==> config.mk <==
export PLATFORM = sky130hd
export DESIGN_NAME = seg7_scan_ctrl
export DESIGN_NICKNAME = d
export VERILOG_FILES = /design/src/rtl/seg7_pkg.sv /design/src/rtl/seg7_scan_ctrl_hex_to_seg7.sv /design/src/rtl/seg7_scan_ctrl.sv
export SDC_FILE = /design/constraint.sdc
export NUM_CORES = 1
export LEC_CHECK = 0
export CORE_ASPECT_RATIO = 1.2
export CORE_MARGIN = 2
export CORE_UTILIZATION = 54
export CTS_CLUSTER_DIAMETER = 120
export DETAILED_ROUTE_END_ITERATION = 10
export HOLD_SLACK_MARGIN = 0.1
export PLACE_DENSITY = 0.82
export SKIP_LAST_GASP = 1
export SYNTH_ARGS = -nofsm -noshare
export SYNTH_HDL_FRONTEND = slang
export SYNTH_SLANG_ARGS = --single-unit
==> constraint.sdc <==
create_clock -name clk -period 4.2 [get_ports clk]
set_clock_uncertainty 0.15 [all_clocks]
set_input_delay 0.42 -clock clk [delete_from_list [all_inputs] [get_ports clk]]
set_output_delay 0.42 -clock clk [all_outputs]
set_load 0.02 [all_outputs]
==> src/rtl/seg7_pkg.sv <==
// Shared constants and types for the seven-segment scan controller.
// Segment bit order is {g,f,e,d,c,b,a}; a lit segment is 1 before polarity inversion.
package seg7_pkg;

  localparam int unsigned DIGITS  = 4;
  localparam int unsigned DIGIT_W = 4;
  localparam int unsigned SEG_W   = 7;

  typedef enum logic [1:0] {Slot0, Slot1, Slot2, Slot3} scan_state_e;

  localparam logic [SEG_W-1:0] SEG_OFF = 7'b000_0000;

  localparam logic [SEG_W-1:0] SEG_HEX [0:15] = '{
    7'h3F, 7'h06, 7'h5B, 7'h4F, 7'h66, 7'h6D, 7'h7D, 7'h07,
    7'h7F, 7'h6F, 7'h77, 7'h7C, 7'h39, 7'h5E, 7'h79, 7'h71
  };

  // Bit i set: digit i is a leading zero and has no decimal point, so it stays dark.
  function automatic logic [DIGITS-1:0] lz_blank_mask(input logic [DIGITS*DIGIT_W-1:0] data,
                                                      input logic [DIGITS-1:0]         dps);
    logic [DIGITS-1:0] mask;
    logic              all_zero;
    mask     = '0;
    all_zero = 1'b1;
    for (int i = DIGITS - 1; i >= 1; i--) begin
      all_zero = all_zero && (data[i*DIGIT_W +: DIGIT_W] == '0);
      mask[i]  = all_zero && !dps[i];
    end
    return mask;
  endfunction

endpackage

==> src/rtl/seg7_scan_ctrl_hex_to_seg7.sv <==
// Combinational hex nibble to seven-segment decoder ({g,f,e,d,c,b,a}, lit = 1).
module hex_to_seg7
  import seg7_pkg::*;
(
  input  logic [DIGIT_W-1:0] hex,
  output logic [SEG_W-1:0]   seg
);

  assign seg = SEG_HEX[hex];

endmodule

==> src/rtl/seg7_scan_ctrl.sv <==
// Four-digit seven-segment scan controller with per-frame tear-free latch and ghost blanking.
// Optional leading-zero blanking is enabled by defining SEG7_LZ_BLANK_EN.
module seg7_scan_ctrl
  import seg7_pkg::*;
#(
  parameter int unsigned DIV_CNT     = 50000,
  parameter int unsigned BLANK_CYC   = 16,
  parameter bit          SEG_ACT_LOW = 1'b0
) (
  input  logic                       clk,
  input  logic                       rst_n,
  input  logic                       en,
  input  logic [DIGITS*DIGIT_W-1:0]  data_in,
  input  logic [DIGITS-1:0]          dp_in,
  output logic [1:0]                 state,
  output logic [SEG_W-1:0]           seg,
  output logic                       dp,
  output logic                       frame_tick
);

  localparam int unsigned CNT_W = (DIV_CNT > 1) ? $clog2(DIV_CNT) : 1;
  localparam logic [CNT_W-1:0] CNT_MAX   = CNT_W'(DIV_CNT - 1);
  localparam logic [CNT_W-1:0] BLANK_LIM = CNT_W'(BLANK_CYC);
  localparam logic [SEG_W-1:0] SEG_RST   = SEG_ACT_LOW ? ~SEG_OFF : SEG_OFF;
  localparam logic             DP_RST    = SEG_ACT_LOW;

  logic [CNT_W-1:0]          cnt_q, cnt_d;
  scan_state_e               state_q, state_d;
  logic [DIGITS*DIGIT_W-1:0] sh_data_q, sh_data_d;
  logic [DIGITS-1:0]         sh_dp_q, sh_dp_d;
  logic [SEG_W-1:0]          seg_q, seg_d;
  logic                      dp_q, dp_d;
  logic                      frame_tick_q;
  logic                      slot_tick, frame_load;
  logic [DIGIT_W-1:0]        digit_sel;
  logic                      dp_sel;
  logic [SEG_W-1:0]          seg_dec;
  logic                      lz_off;
  logic                      lit;

  assign slot_tick  = (cnt_q == CNT_MAX);
  assign frame_load = slot_tick && (state_q == Slot3);

  always_comb begin
    cnt_d     = slot_tick ? '0 : cnt_q + 1'b1;
    state_d   = slot_tick ? scan_state_e'(state_q + 2'd1) : state_q;
    sh_data_d = frame_load ? data_in : sh_data_q;
    sh_dp_d   = frame_load ? dp_in : sh_dp_q;
  end

  // The output register is fed from next-cycle state, so the visible pattern always
  // matches the visible slot and slot 0 shows the freshly latched frame.
  assign digit_sel = sh_data_d[{state_d, 2'b00} +: DIGIT_W];
  assign dp_sel    = sh_dp_d[state_d];

  hex_to_seg7 u_hex_to_seg7 (
    .hex (digit_sel),
    .seg (seg_dec)
  );

`ifdef SEG7_LZ_BLANK_EN
  logic [DIGITS-1:0] lz_mask;
  assign lz_mask = lz_blank_mask(sh_data_d, sh_dp_d);
  assign lz_off  = lz_mask[state_d];
`else
  assign lz_off = 1'b0;
`endif

  assign lit = en && (cnt_d >= BLANK_LIM) && !lz_off;

  always_comb begin
    seg_d = SEG_OFF;
    dp_d  = 1'b0;
    if (lit) begin
      seg_d = seg_dec;
      dp_d  = dp_sel;
    end
    if (SEG_ACT_LOW) begin
      seg_d = ~seg_d;
      dp_d  = ~dp_d;
    end
  end

  always_ff @(posedge clk or negedge rst_n) begin
    if (!rst_n) begin
      cnt_q        <= '0;
      state_q      <= Slot0;
      sh_data_q    <= '0;
      sh_dp_q      <= '0;
      seg_q        <= SEG_RST;
      dp_q         <= DP_RST;
      frame_tick_q <= 1'b0;
    end else begin
      cnt_q        <= cnt_d;
      state_q      <= state_d;
      sh_data_q    <= sh_data_d;
      sh_dp_q      <= sh_dp_d;
      seg_q        <= seg_d;
      dp_q         <= dp_d;
      frame_tick_q <= frame_load;
    end
  end

  assign state      = state_q;
  assign seg        = seg_q;
  assign dp         = dp_q;
  assign frame_tick = frame_tick_q;

endmodule

* Yosys cells after proc, flatten, opt, wreduce, memory -nomap -nowiden
Memories as Yosys holds them, arrays and structs flattened.
Cells that the tools add are included.
** Word-level totals
- Bits in registers :: 47
- Memory bits (read-only) :: 112
- Input bits :: 23
- Output and inout bits :: 11
- Logic and storage cells :: 29
- Memories :: 1
** Memories
- (no name shown) :: depth 16, bits a word 7, rd ports 1, clocked after Yosys merged registers in 0, write ports 0, line seg7_scan_ctrl_hex_to_seg7.sv:9 : assign seg = SEG_HEX[hex];
** Operators by class
- Add/sub/neg operators :: 2
- Order comparisons :: 3
- Eq/ne operators :: 2
- Shift-type cells :: 1
- Mux-type cells :: 10
- Bitwise operators :: 1
- Reduce and logical (&&, ||, !) cells :: 2
** Operators with widths (number)
- $mux W16 :: 2
- $mux W7 :: 3
- $add A16 B1 Y16 const B :: 1
- $eq A16 B16 Y1 const B :: 1
- $ge A16 B5 Y1 const B :: 1
- $shiftx A16 B5 Y4 :: 1
- $ge A5 B5 Y1 const B :: 1
- $not A4 Y5 :: 1
- $mux W4 :: 1
- $lt A2 B3 Y1 const B :: 1
- $add A2 B1 Y2 const B :: 1
- $bmux W1 S2 :: 1
- $eq A2 B2 Y1 const B :: 1
- $logic_and A1 B1 Y1 :: 2
- $mux W1 :: 2
- $mux W2 :: 1

* Longest topological paths before layout
Gate-level depths: netlist of the first run.
- Depth in word-level cells :: 9
- Depth in mapped cells :: 14
- Mapped depth without buffers :: 11

* Hierarchy
Synthesis of the first run repeated with hierarchy kept, for this count alone.
** Unflattened totals
- Cell total of the unflattened synthesis :: 223
- Area, all modules :: 2580.0 um^2
** By module, submodules not included
- seg7_scan_ctrl :: times used 1, cells an instance 190, area an instance 2292.2 um^2, seq. area each 1176.1 um^2
- hex_to_seg7 :: times used 1, cells an instance 33, area an instance 287.8 um^2, seq. area each 0.0 um^2

* Worst setup path after synthesis of the first run
Ideal clock, no wire load.
- Path kind :: register to register
- Start :: register cnt_q[4]
- End :: register seg_q[3] (netlist: seg[3])
- Setup time :: 0.111 ns
- Arrival time :: 3.194 ns
- Required time :: 3.939 ns
- Setup slack :: 0.744 ns
- Cell stages (with the launch flop) :: 12
- Path buffers :: 2
- Period minus slack after synthesis :: 3.456 ns
- Cell sequence :: dfrtp_1 buf_6 or4b_4 nor4_2 buf_4 mux2i_1 mux2i_1 mux2i_1 inv_1 ha_1 and3_1 a2111oi_2
** On the way
- Word-level cells in the longest chain between the ends :: 9
- Elaborated cells on any way between the ends :: 14
- Those cells by class :: 1 x add/sub; 1 x order compare; 1 x eq/ne; 1 x shift; 6 x mux; 1 x bitwise; 2 x reduce/logical; 1 x memory
** Ends and longest elaborated chain
- start, declared :: line seg7_scan_ctrl.sv:27 : logic [CNT_W-1:0] cnt_q, cnt_d;
- start signal, assigned :: line seg7_scan_ctrl.sv:94 : cnt_q <= cnt_d;
- $eq A16 B16 Y1 :: line seg7_scan_ctrl.sv:41 : assign slot_tick = (cnt_q == CNT_MAX);
- $logic_and A1 B1 Y1 :: line seg7_scan_ctrl.sv:42 : assign frame_load = slot_tick && (state_q == Slot3);
- $mux W16 :: line seg7_scan_ctrl.sv:47 : sh_data_d = frame_load ? data_in : sh_data_q;
- $shiftx A16 B5 Y4 :: line seg7_scan_ctrl.sv:53 : assign digit_sel = sh_data_d[{state_d, 2'b00} +: DIGIT_W];
- $not A4 Y5 (not written as such) :: line seg7_scan_ctrl_hex_to_seg7.sv:9
- $mem_v2 Z16 W7
- $mux W7 (not written as such) (2 in a row) :: line seg7_scan_ctrl_hex_to_seg7.sv:9
- $mux W7 * :: line seg7_scan_ctrl.sv:74 : if (lit) begin
- via seg_d[3] :: line seg7_scan_ctrl.sv:31 : logic [SEG_W-1:0] seg_q, seg_d;
- end signal, assigned :: line seg7_scan_ctrl.sv:98 : seg_q <= seg_d;
- end, declared :: line seg7_scan_ctrl.sv:31
Mark *: on every way through the listed nets, which the timed path passes. The rest lies on a longest branch. The select of a mux whose other input is x is not followed.

* Worst setup path after layout of the first run
Ends and elaborated chain as after synthesis.

==> summary.txt, run 1 <==
Setup path
  – Critical path endpoint category: flip-flop
  – Crit Path Max Fanout: 9
  – Slowest CP cell: or4_1
  – Most used cell, CP: mux2i_1
  – Delay-heaviest family, CP: simple AND/OR/NAND/NOR gates
  – Worst endpoint required time: approximately 4200 ps
  – CP Cell Sequence: or4b_4 -> or4_1 -> mux2i_1 -> mux2i_1 -> mux2i_1 -> inv_1 -> ha_1 -> and3_1 -> a2111oi_2
  – WS Path Type: flip-flop to flip-flop
  – Critical Path Source Type: flip-flop
  – Critical path's largest stage delay: around 760 ps
  – Bufs and invs on worst path: 1
  – Data arrival, critical path: ~3700 ps

Clock network
  – CTS tree: built
  – TritonCTS Buffers: 5
  – H-Tree Depth: 2
  – Worst skew pair latency: ~300 ps
  – Clock sinks: 47
  – CTS hold repair buffers: 0
  – Clock Pin Slew Worst Setup and Hold Paths: 80 ps
  – Post CTS Setup Buffer Count: 0
  – PostCTS Resize Cnt: 0
  – Clk root buf: clkbuf_8
  – Clk buf depth: 2

STA
  – Headroom to the max-slew limit: 25.9%
  – Fmax: between 200 and 300 MHz
  – Period Utilization, post-route: just under 90%
  – Fin. Hold Viols: 0
  – Fin crit period: between 3000 and 4000 ps
  – RSZ-0062 raised after global routing: no
  – Final Setup Violations: 0
  – Worst Tran Pin Value: 1100 ps
  – Slew Limit Fails: 0
  – Final setup TNS: 0 ps

Floorplanning
  – Die width: about 68 µm
  – IO Pins: 34
  – Core Box Area: 0.00466 mm²
  – Starting Density: between 50% and 60%
  – Die ar.: about 0.0055 mm²
  – Num rows: 27
  – Die height: between 80 and 90 µm

Synth
  – Yosys reg bits: 47
  – Yosys warning count: 0
  – Post-synthesis cell type count: 47
  – Post-synth design cell area: between 0.002 and 0.003 mm²
  – Sequential area share after synthesis: between 40% and 50%
  – Synthesized netlist net count: just under 300
  – Cells after Synth: between 200 and 300
  – Average size of a mapped cell: 9.97 µm²

Job
  – Max-cap viol count: 0

Global route
  – Vias in the first global route: 1993
  – First-pass GRT wire length: slightly above 9000 µm
  – Number of antenna violations at the first check in global routing: 0
  – Grt ovf: 0
  – Pin count of the biggest net entering global routing: 48
  – All-Layer GR Usage: 22.2%

Final layout
  – NumNets Final: ~330
  – Core Util, Final: roughly two thirds
  – Final std cells w/o fill: between 300 and 400
  – Ant diodes: 0
  – Filler cell count: between 300 and 400
  – Area Overhead vs Synth: 17.6%
  – Share of cells above drive strength 1: approximately a tenth

Placement
  – Buffers on Ports: 33
  – Final GP Congestion: 0.844
  – Post-DP HPWL: just under 4000 µm
  – Placed cells: between 300 and 400

Drt
  – Drt wl/cell: roughly 15 µm
  – WL met1: around 2300 µm
  – WL met3: about 150 µm
  – 1st-iter DRT viols: around 150
  – Post-route ant nets: 0
  – TritonRoute pass-1 iters: 4
  – Ratio of routed vias to standard cells: between 5 and 6
  – Remaining DRCs: 0
  – Vias post-DR: slightly above 2k
  – WL final: between 5000 and 6000 µm
  – Met2 wire len: about 2700 µm
  – Max Used Layer: met4

Power and ir drop
  – Static Leakage: roughly 1.4 nW
  – Peak supply drop: around 0.15 mV
  – Pwr/cell area: ~250 mW/mm²

Min path
  – Hold Crit Class: input port to asynchronous set/reset pin

Outcome
  – Outcome: complete, no violations
-- report_power, final --
part | internal [mW] | switching, mW | total (mW)
Sequential | 0.460 | 0.00218 | 0.462
Clock | 0.117 | 0.143 | 0.260
Combinational | 0.0359 | 0.0327 | 0.0686
-- worst register-to-register path: stages, from the launching register on --
cell and delay (ps):
dfrtp_1 480, or4b_4 590, or4_1 760, mux2i_1 300
mux2i_1 120, mux2i_1 320, inv_1 150, ha_1 230
and3_1 160, a2111oi_2 330
-- cell type report --
| type | count | area (µm²) | area share [%] |
|---|---|---|---|
| Inverter | 14 | 52.6 | 1.69 |
| Sequential cell | 47 | 1180 | 37.9 |
| Multi-Input combinational cell | 193 | 1360 | 43.8 |
| Clock buffer | 7 | 76.3 | 2.46 |
| Clock inverter | 1 | 5.00 | 0.161 |
| Tap cell | 58 | 72.6 | 2.34 |
| Timing Repair Buffer | 38 | 363 | 11.7 |
-- kinds of logic (layout without fill, tap and decap cells) --
kind of cell,after synthesis,in the layout,synth area share (%)
flip-flops,47,47,44.5
AO/OA/AOI/OAI,28,28,8.57
adder cells (fa/ha/maj),7,7,3.32
XOR/XNOR,14,14,4.93
buffers and inverters,25,60,4.55
multiplexers,32,32,13.5
AND/OR/NAND/NOR,112,112,20.6
-- cell usage in the layout, fill, tap and decap left out, types with 8 or more instances in the layout --
master           count
clkdlybuf4s50_1     32
dfrtp_1             47
inv_1               13
mux2i_1             24
nand2_1             49
nand3_1             10
nor2_1              17
nor3_1               9
xor2_1               8
-- metrics by stage --
| step | cell area [µm²] | worst slack (ps) | total power [mW] | hold WS, ps |
|---|---|---|---|---|
| 6_report | 3110 | 517 | 0.791 | 131 |
| 3_5_place_dp | 3020 | 541 | 0.541 | 309 |
| 4_1_cts | 3110 | 519 | 0.801 | 177 |
| 2_1_floorplan | 2640 | 744 | 0.497 | -25.6 |
| 5_1_grt | 3110 | 300 | 0.829 | 217 |
| 3_3_place_gp | 3020 | 707 | 0.540 | 293 |
-- worst paths after layout --
check	startpoint	end	slack (ps)	cells past startpoint
worst max register to register	cnt_q[4]$_DFF_PN0_	seg[3]$_DFF_PN0_	520	9
worst min register to register	sh_dp_q[0]$_DFF_PN0_	sh_dp_q[0]$_DFF_PN0_	320	2
worst min-delay path	rst_n	cnt_q[3]$_DFF_PN0_	130	1
max in group asynchronous	rst_n	cnt_q[15]$_DFF_PN0_	3150	1
min in group clk	sh_dp_q[0]$_DFF_PN0_	sh_dp_q[0]$_DFF_PN0_	320	2
worst max-delay path	cnt_q[4]$_DFF_PN0_	seg[3]$_DFF_PN0_	520	9
-- cell usage after synthesis (all sizes together) --
library cell	count	share of area, %
o21bai	1	0.71
nor3	9	1.7
a221oi	3	0.99
nand2	49	7.0
nor2b	3	0.71
a21boi	1	0.28
a21oi	7	1.3
dfrtp	47	45
or2	1	0.24
nor4	3	0.95
a31oi	1	0.24
or4b	1	0.52
o211ai	3	1.0
a211oi	3	1.0
o21ai	4	0.76
a41oi	1	0.33
clkbuf	3	0.43
xor2	8	2.7
or4	1	0.28
ha	7	3.3
or3	1	0.24
inv	14	2.0
a211o	2	0.66
o41ai	1	0.62
and3	3	0.71
buf	8	2.1
mux4	2	1.7
nor2	17	2.4
nand4bb	2	0.85
mux2i	24	9.1
and4	3	0.99
mux2	6	2.7
xnor2	6	2.3
a2111oi	1	0.57
nand3	10	1.9
nand4	4	0.95
nand2b	5	1.2
-- flip-flops by register name, indices dropped and copies added, names as in the netlist --
name        cells
sh_dp_q         4
sh_data_q      16
state           2
seg             7
dp              1
cnt_q          16
frame_tick      1
-- per-layer routing --
metal  up-vias  track usage [%]
li1        988                -
met1       991             29.3
met2        39             36.6
met3         6             4.06
met4         0             7.20
met5         -                0
Power figures use the tool's default switching activity.
==> run 2: changes to the inputs <==
--- a/config.mk
+++ b/config.mk
@@ -5,6 +5,7 @@
 export SDC_FILE = /design/constraint.sdc
 export NUM_CORES = 1
 export LEC_CHECK = 0
+export CAP_MARGIN = 10
 export CORE_ASPECT_RATIO = 1.2
 export CORE_MARGIN = 2
 export CORE_UTILIZATION = 54
==> run 2 against run 1 <==
Final cell count rose by 0.28%. Combinational power barely moved. Non-clock buffer count rose by 1. Clock power barely moved. Die area did not move. Sequential cell count did not move.
==> summary.txt, run 2 (synthesis results as in run 1) <==
Power and ir drop
  – Peak supply drop: ~0.15 mV
  – Power Internal: 613 µW
  – Psw: 177 µW
  – Static Leakage: 1.44 nW
  – Clock Power Share: 32.8%
  – Total power: between 700 and 800 µW
  – Seq pwr share: about three fifths
  – Sw frac: roughly 22%
  – Pwr/cell area: roughly 250 mW/mm²
  – Comb power frac: 8.7%

STA
  – Worst Tran Pin Value: 991 ps
  – Headroom to the max-slew limit: between 30% and 40%
  – Final Setup Violations: 0
  – RSZ-0062 raised after global routing: no
  – Slew Limit Fails: 0
  – Setup WS post-layout: between 500 and 600 ps
  – Fmax: roughly 270 MHz
  – Final setup TNS: 0 ps
  – Fin. Hold Viols: 0
  – Fin crit period: ~3700 ps
  – Period Utilization, post-route: slightly below 90%

Floorplanning
  – Die height: roughly 81 µm
  – Die width: ~68 µm
  – Die ar.: about 0.0055 mm²
  – IO Pins: 34
  – Num rows: 27
  – Starting Density: between 50% and 60%
  – Core Box Area: about 0.0047 mm²

Clock network
  – PostCTS Resize Cnt: 0
  – CTS hold repair buffers: 0
  – Post CTS Setup Buffer Count: 0
  – Clock sinks: 47
  – CTS tree: built
  – Clk root buf: clkbuf_8
  – Clock Pin Slew Worst Setup and Hold Paths: 80 ps
  – Worst skew pair latency: ~290 ps
  – Clk buf depth: 2
  – H-Tree Depth: 2
  – TritonCTS Buffers: 5

Global route
  – All-Layer GR Usage: between 20% and 30%
  – Number of antenna violations at the first check in global routing: 0
  – First-pass GRT wire length: between 9000 and 10000 µm
  – Pin count of the biggest net entering global routing: 48
  – Grt ovf: 0
  – Vias in the first global route: between 1.5k and 2k

Final layout
  – Area Overhead vs Synth: 17.9%
  – Ant diodes: 0
  – NumNets Final: 330
  – Share of cells above drive strength 1: 10.6%
  – Commonest non-fill, non-tap cell in the layout: nand2_1
  – Core Util, Final: between 60% and 70%
  – Most frequent cells in the layout: 49 x nand2_1, 47 x dfrtp_1, 32 x clkdlybuf4s50_1

Setup path
  – Critical path endpoint category: flip-flop
  – Data arrival, critical path: between 3000 and 4000 ps
  – Worst endpoint required time: roughly 4200 ps
  – Crit Path Max Fanout: 9
  – Critical Path Source Type: flip-flop
  – WS Path Type: flip-flop to flip-flop

Drt
  – Remaining DRCs: 0
  – Post-route ant nets: 0
  – Drt wl/cell: roughly 15 µm
  – WL final: between 5000 and 6000 µm
  – Vias post-DR: roughly 2.0k
  – Ratio of routed vias to standard cells: 5.70
  – TritonRoute pass-1 iters: 4
  – 1st-iter DRT viols: ~140

Min path
  – Hold Crit Class: input port to asynchronous set/reset pin

Job
  – Max-cap viol count: 0

Outcome
  – Outcome: complete, no violations

Placement
  – Pre-CTS setup slack: 541 ps
  – Final GP Congestion: around 0.84
  – Buffers on Ports: 33
  – Post-DP HPWL: 3860 µm
[run 2: path summary, 6_finish.rpt]
kind / start / to / slack [ps] / cells past startpoint
setup / recovery: cnt_q[4]$_DFF_PN0_ / seg[3]$_DFF_PN0_ / 520 / 9
hold reg to reg: sh_dp_q[0]$_DFF_PN0_ / sh_dp_q[0]$_DFF_PN0_ / 320 / 2
max in group asynchronous: rst_n / cnt_q[15]$_DFF_PN0_ / 3150 / 1
setup reg to reg: cnt_q[4]$_DFF_PN0_ / seg[3]$_DFF_PN0_ / 520 / 9
min in group clk: sh_dp_q[0]$_DFF_PN0_ / sh_dp_q[0]$_DFF_PN0_ / 320 / 2
hold / removal: rst_n / cnt_q[3]$_DFF_PN0_ / 130 / 1
[run 2: area by class of cell]
class / instances / area, µm²
flip-flops and latches: 47 / 1180
multi-input cells: 193 / 1360
clock inverters: 1 / 5.00
clock buffers: 7 / 76.3
well taps: 58 / 72.6
fillers: 389 / 1550
inverters: 14 / 52.6
repair buffers: 39 / 370
[run 2: worst max-delay path, cell delays in order, from the launching register on]
cell	delay, ps
dfrtp_1	480
or4b_4	590
or4_1	760
mux2i_1	290
mux2i_1	130
mux2i_1	320
inv_1	150
ha_1	230
and3_1	160
a2111oi_2	330
[run 2: through the flow]
| step | std cells | instance area, µm² | hold WS [ps] |
|---|---|---|---|
| finish | 359 | 3110 | 132 |
| global route | 359 | 3110 | 217 |
| CTS | 358 | 3110 | 177 |
| detailed placement | 350 | 3020 | 309 |
| global placement | 350 | 3020 | 293 |
| floorplan | 265 | 2640 | -25.6 |
[run 2: metal layers]
layer | track usage, % | part of all wire [%] | wire (µm) | vias up
li1 | - | - | - | 993
met3 | 4.06 | 3.5 | 181 | 6
met5 | 0 | 0 | 0 | -
met4 | 7.20 | 1.4 | 74 | 0
met2 | 36.6 | 52 | 2710 | 53
met1 | 29.3 | 43 | 2270 | 996
[run 2: power groups by stage]
stage / sequential (mW) / clock [mW] / combinational [mW]
after floorplan: 0.477 / 0 / 0.0200
after global placement: 0.471 / 0 / 0.0685
after detailed placement: 0.471 / 0 / 0.0696
after CTS: 0.462 / 0.269 / 0.0699
after global routing: 0.463 / 0.290 / 0.0760
final: 0.462 / 0.259 / 0.0686
==> run 3: changes to the inputs <==
--- a/config.mk
+++ b/config.mk
@@ -10,9 +10,11 @@
 export CORE_MARGIN = 2
 export CORE_UTILIZATION = 54
 export CTS_CLUSTER_DIAMETER = 120
+export CTS_CLUSTER_SIZE = 20
 export DETAILED_ROUTE_END_ITERATION = 10
 export HOLD_SLACK_MARGIN = 0.1
 export PLACE_DENSITY = 0.82
+export RECOVER_POWER = 25
 export SKIP_LAST_GASP = 1
 export SYNTH_ARGS = -nofsm -noshare
 export SYNTH_HDL_FRONTEND = slang
==> run 3 against run 2 <==
The run now ends with max-capacitance violations, max-slew violations left. First-iteration DRC count stayed put. Routed wire length about the same. Design area is essentially flat. Die area unchanged. Power about the same. Via count stayed put. Maximum frequency did not move. Worst setup slack unchanged. Sequential cell count is the same. Combinational power barely moved. Critical path depth is the same.
==> summary.txt, run 3 (synthesis results as in run 1) <==
Global route
  – Met1 usage in global routing: 29.3%
  – Vias in the first global route: between 1.5k and 2k
  – Grt ovf: 0
  – Met3 usage: 4.06%
  – All-Layer GR Usage: around 22%
  – Met2 usage in global routing: between 30% and 40%
  – First-pass GRT wire length: 9160 µm
  – Number of antenna violations at the first check in global routing: 0
  – Pin count of the biggest net entering global routing: 48
  – Most used routing layer: met2

Job
  – Max-cap viol count: 1

Setup path
  – Slowest CP cell: or4_1
  – CP Cell Sequence: or4b_4 -> or4_1 -> mux2i_1 -> mux2i_1 -> mux2i_1 -> inv_1 -> ha_1 -> and3_1 -> a2111oi_2
  – Most used cell, CP: mux2i_1
  – Worst endpoint required time: 4240 ps
  – Data arrival, critical path: approximately 3700 ps
  – Critical path's largest stage delay: 760 ps
  – WS Path Type: flip-flop to flip-flop
  – Critical Path Source Type: flip-flop
  – Critical path endpoint category: flip-flop
  – Bufs and invs on worst path: 1
  – Crit Path Max Fanout: 9
  – Delay-heaviest family, CP: simple AND/OR/NAND/NOR gates

Clock network
  – TritonCTS Buffers: 5
  – Clock sinks: between 40 and 50
  – Clock Pin Slew Worst Setup and Hold Paths: 80 ps
  – CTS tree: built
  – Clk buf depth: 2
  – H-Tree Depth: 2
  – Worst skew pair latency: roughly 290 ps
  – PostCTS Resize Cnt: 0
  – CTS hold repair buffers: 0
  – Clk root buf: clkbuf_8
  – Post CTS Setup Buffer Count: 0

Power and ir drop
  – Static Leakage: 1.44 nW
  – Peak supply drop: about 0.15 mV
  – Pwr/cell area: approximately 250 mW/mm²

Floorplanning
  – Starting Density: around 57%
  – Die height: 80.6 µm
  – Die ar.: approximately 0.0055 mm²
  – Die width: between 60 and 70 µm
  – IO Pins: 34
  – Num rows: 27
  – Core Box Area: between 0.004 and 0.005 mm²

STA
  – Fin. Hold Viols: 0
  – Worst Tran Pin Value: about 2400 ps
  – Setup WS post-layout: slightly above 500 ps
  – Slew Limit Fails: 48
  – Final setup TNS: 0 ps
  – RSZ-0062 raised after global routing: no
  – Fin crit period: 3680 ps
  – Final Setup Violations: 0
  – Period Utilization, post-route: between 80% and 90%
  – Fmax: around 270 MHz
  – Headroom to the max-slew limit: -58.6%

Placement
  – Buffers on Ports: 33
  – Post-DP HPWL: about 3900 µm
  – Post-DP Area: about 0.0030 mm²
  – Pre-CTS setup slack: 541 ps
  – Final GP Congestion: 0.844

Outcome
  – Outcome: finished with violations
  – Failing checks: max-capacitance violations, max-slew violations

Final layout
  – NumNets Final: 330
  – Commonest non-fill, non-tap cell in the layout: nand2_1
  – Finished Cell Area: 0.00311 mm²
  – Area Overhead vs Synth: 17.8%
  – Filler cell count: 389
  – Share of cells above drive strength 1: between 10% and 20%
  – Ant diodes: 0
  – Most frequent cells in the layout: 49 x nand2_1, 47 x dfrtp_1, 32 x clkdlybuf4s50_1

Min path
  – Hold Crit Class: flip-flop to flip-flop

Drt
  – TritonRoute pass-1 iters: 4
  – WL final: 5240 µm
  – Ratio of routed vias to standard cells: between 5 and 6
  – Drt wl/cell: between 10 and 15 µm
  – 1st-iter DRT viols: roughly 140
  – Post-route ant nets: 0
  – Remaining DRCs: 0
  – Vias post-DR: 2048
-- run 3: cell types whose count changed in the layout (fill, tap and decap cells not counted) --
| cell | before | now |
|---|---|---|
| buf_2 | 1 | 0 |
| clkbuf_1 | 2 | 3 |
-- run 3: stage by stage --
stage | util (%) | hold WS (ps) | cells | total power [mW]
after floorplan | - | -25.6 | 265 | 0.497
after detailed placement | 64.9 | 309 | 350 | 0.541
final | 66.7 | 322 | 359 | 0.789
after CTS | 66.6 | 177 | 358 | 0.801
after global placement | 64.9 | 293 | 350 | 0.540
after global routing | 66.7 | 356 | 359 | 0.829
-- run 3: report_power, final --
group	switching (mW)	internal, mW
logic	0.0326	0.0357
registers	0.00216	0.460
clock network	0.142	0.117
-- run 3: final cells by class --
class                   instances  area [µm²]  share of cell area (%)
clock buffers                   7        76.3                    2.45
clock inverters                 1        5.00                   0.161
inverters                      14        52.6                    1.69
multi-input cells             193        1360                    43.7
flip-flops and latches         47        1180                    37.8
well taps                      58        72.6                    2.33
repair buffers                 39         369                    11.9
-- run 3: path summary, 6_finish.rpt --
check	start	endpoint	slack, ps	cells after the start
hold reg to reg	sh_dp_q[0]$_DFF_PN0_	sh_dp_q[0]$_DFF_PN0_	320	2
setup / recovery	cnt_q[4]$_DFF_PN0_	seg[3]$_DFF_PN0_	520	9
max in group asynchronous	rst_n	cnt_q[15]$_DFF_PN0_	1860	1
setup reg to reg	cnt_q[4]$_DFF_PN0_	seg[3]$_DFF_PN0_	520	9
min in group asynchronous	rst_n	cnt_q[3]$_DFF_PN0_	690	1
hold / removal	sh_dp_q[0]$_DFF_PN0_	sh_dp_q[0]$_DFF_PN0_	320	2
-- run 3: routing by layer --
metal | wire length, µm | share of wire (%)
met3 | 180 | 3.4
met5 | 0 | 0
met4 | 74 | 1.4
met1 | 2270 | 43
met2 | 2710 | 52
-- run 3: worst min-delay path: cells and delay by family (launching register included) --
kind          cells  cell delay [ps]
flops             1              330
simple gates      2              110
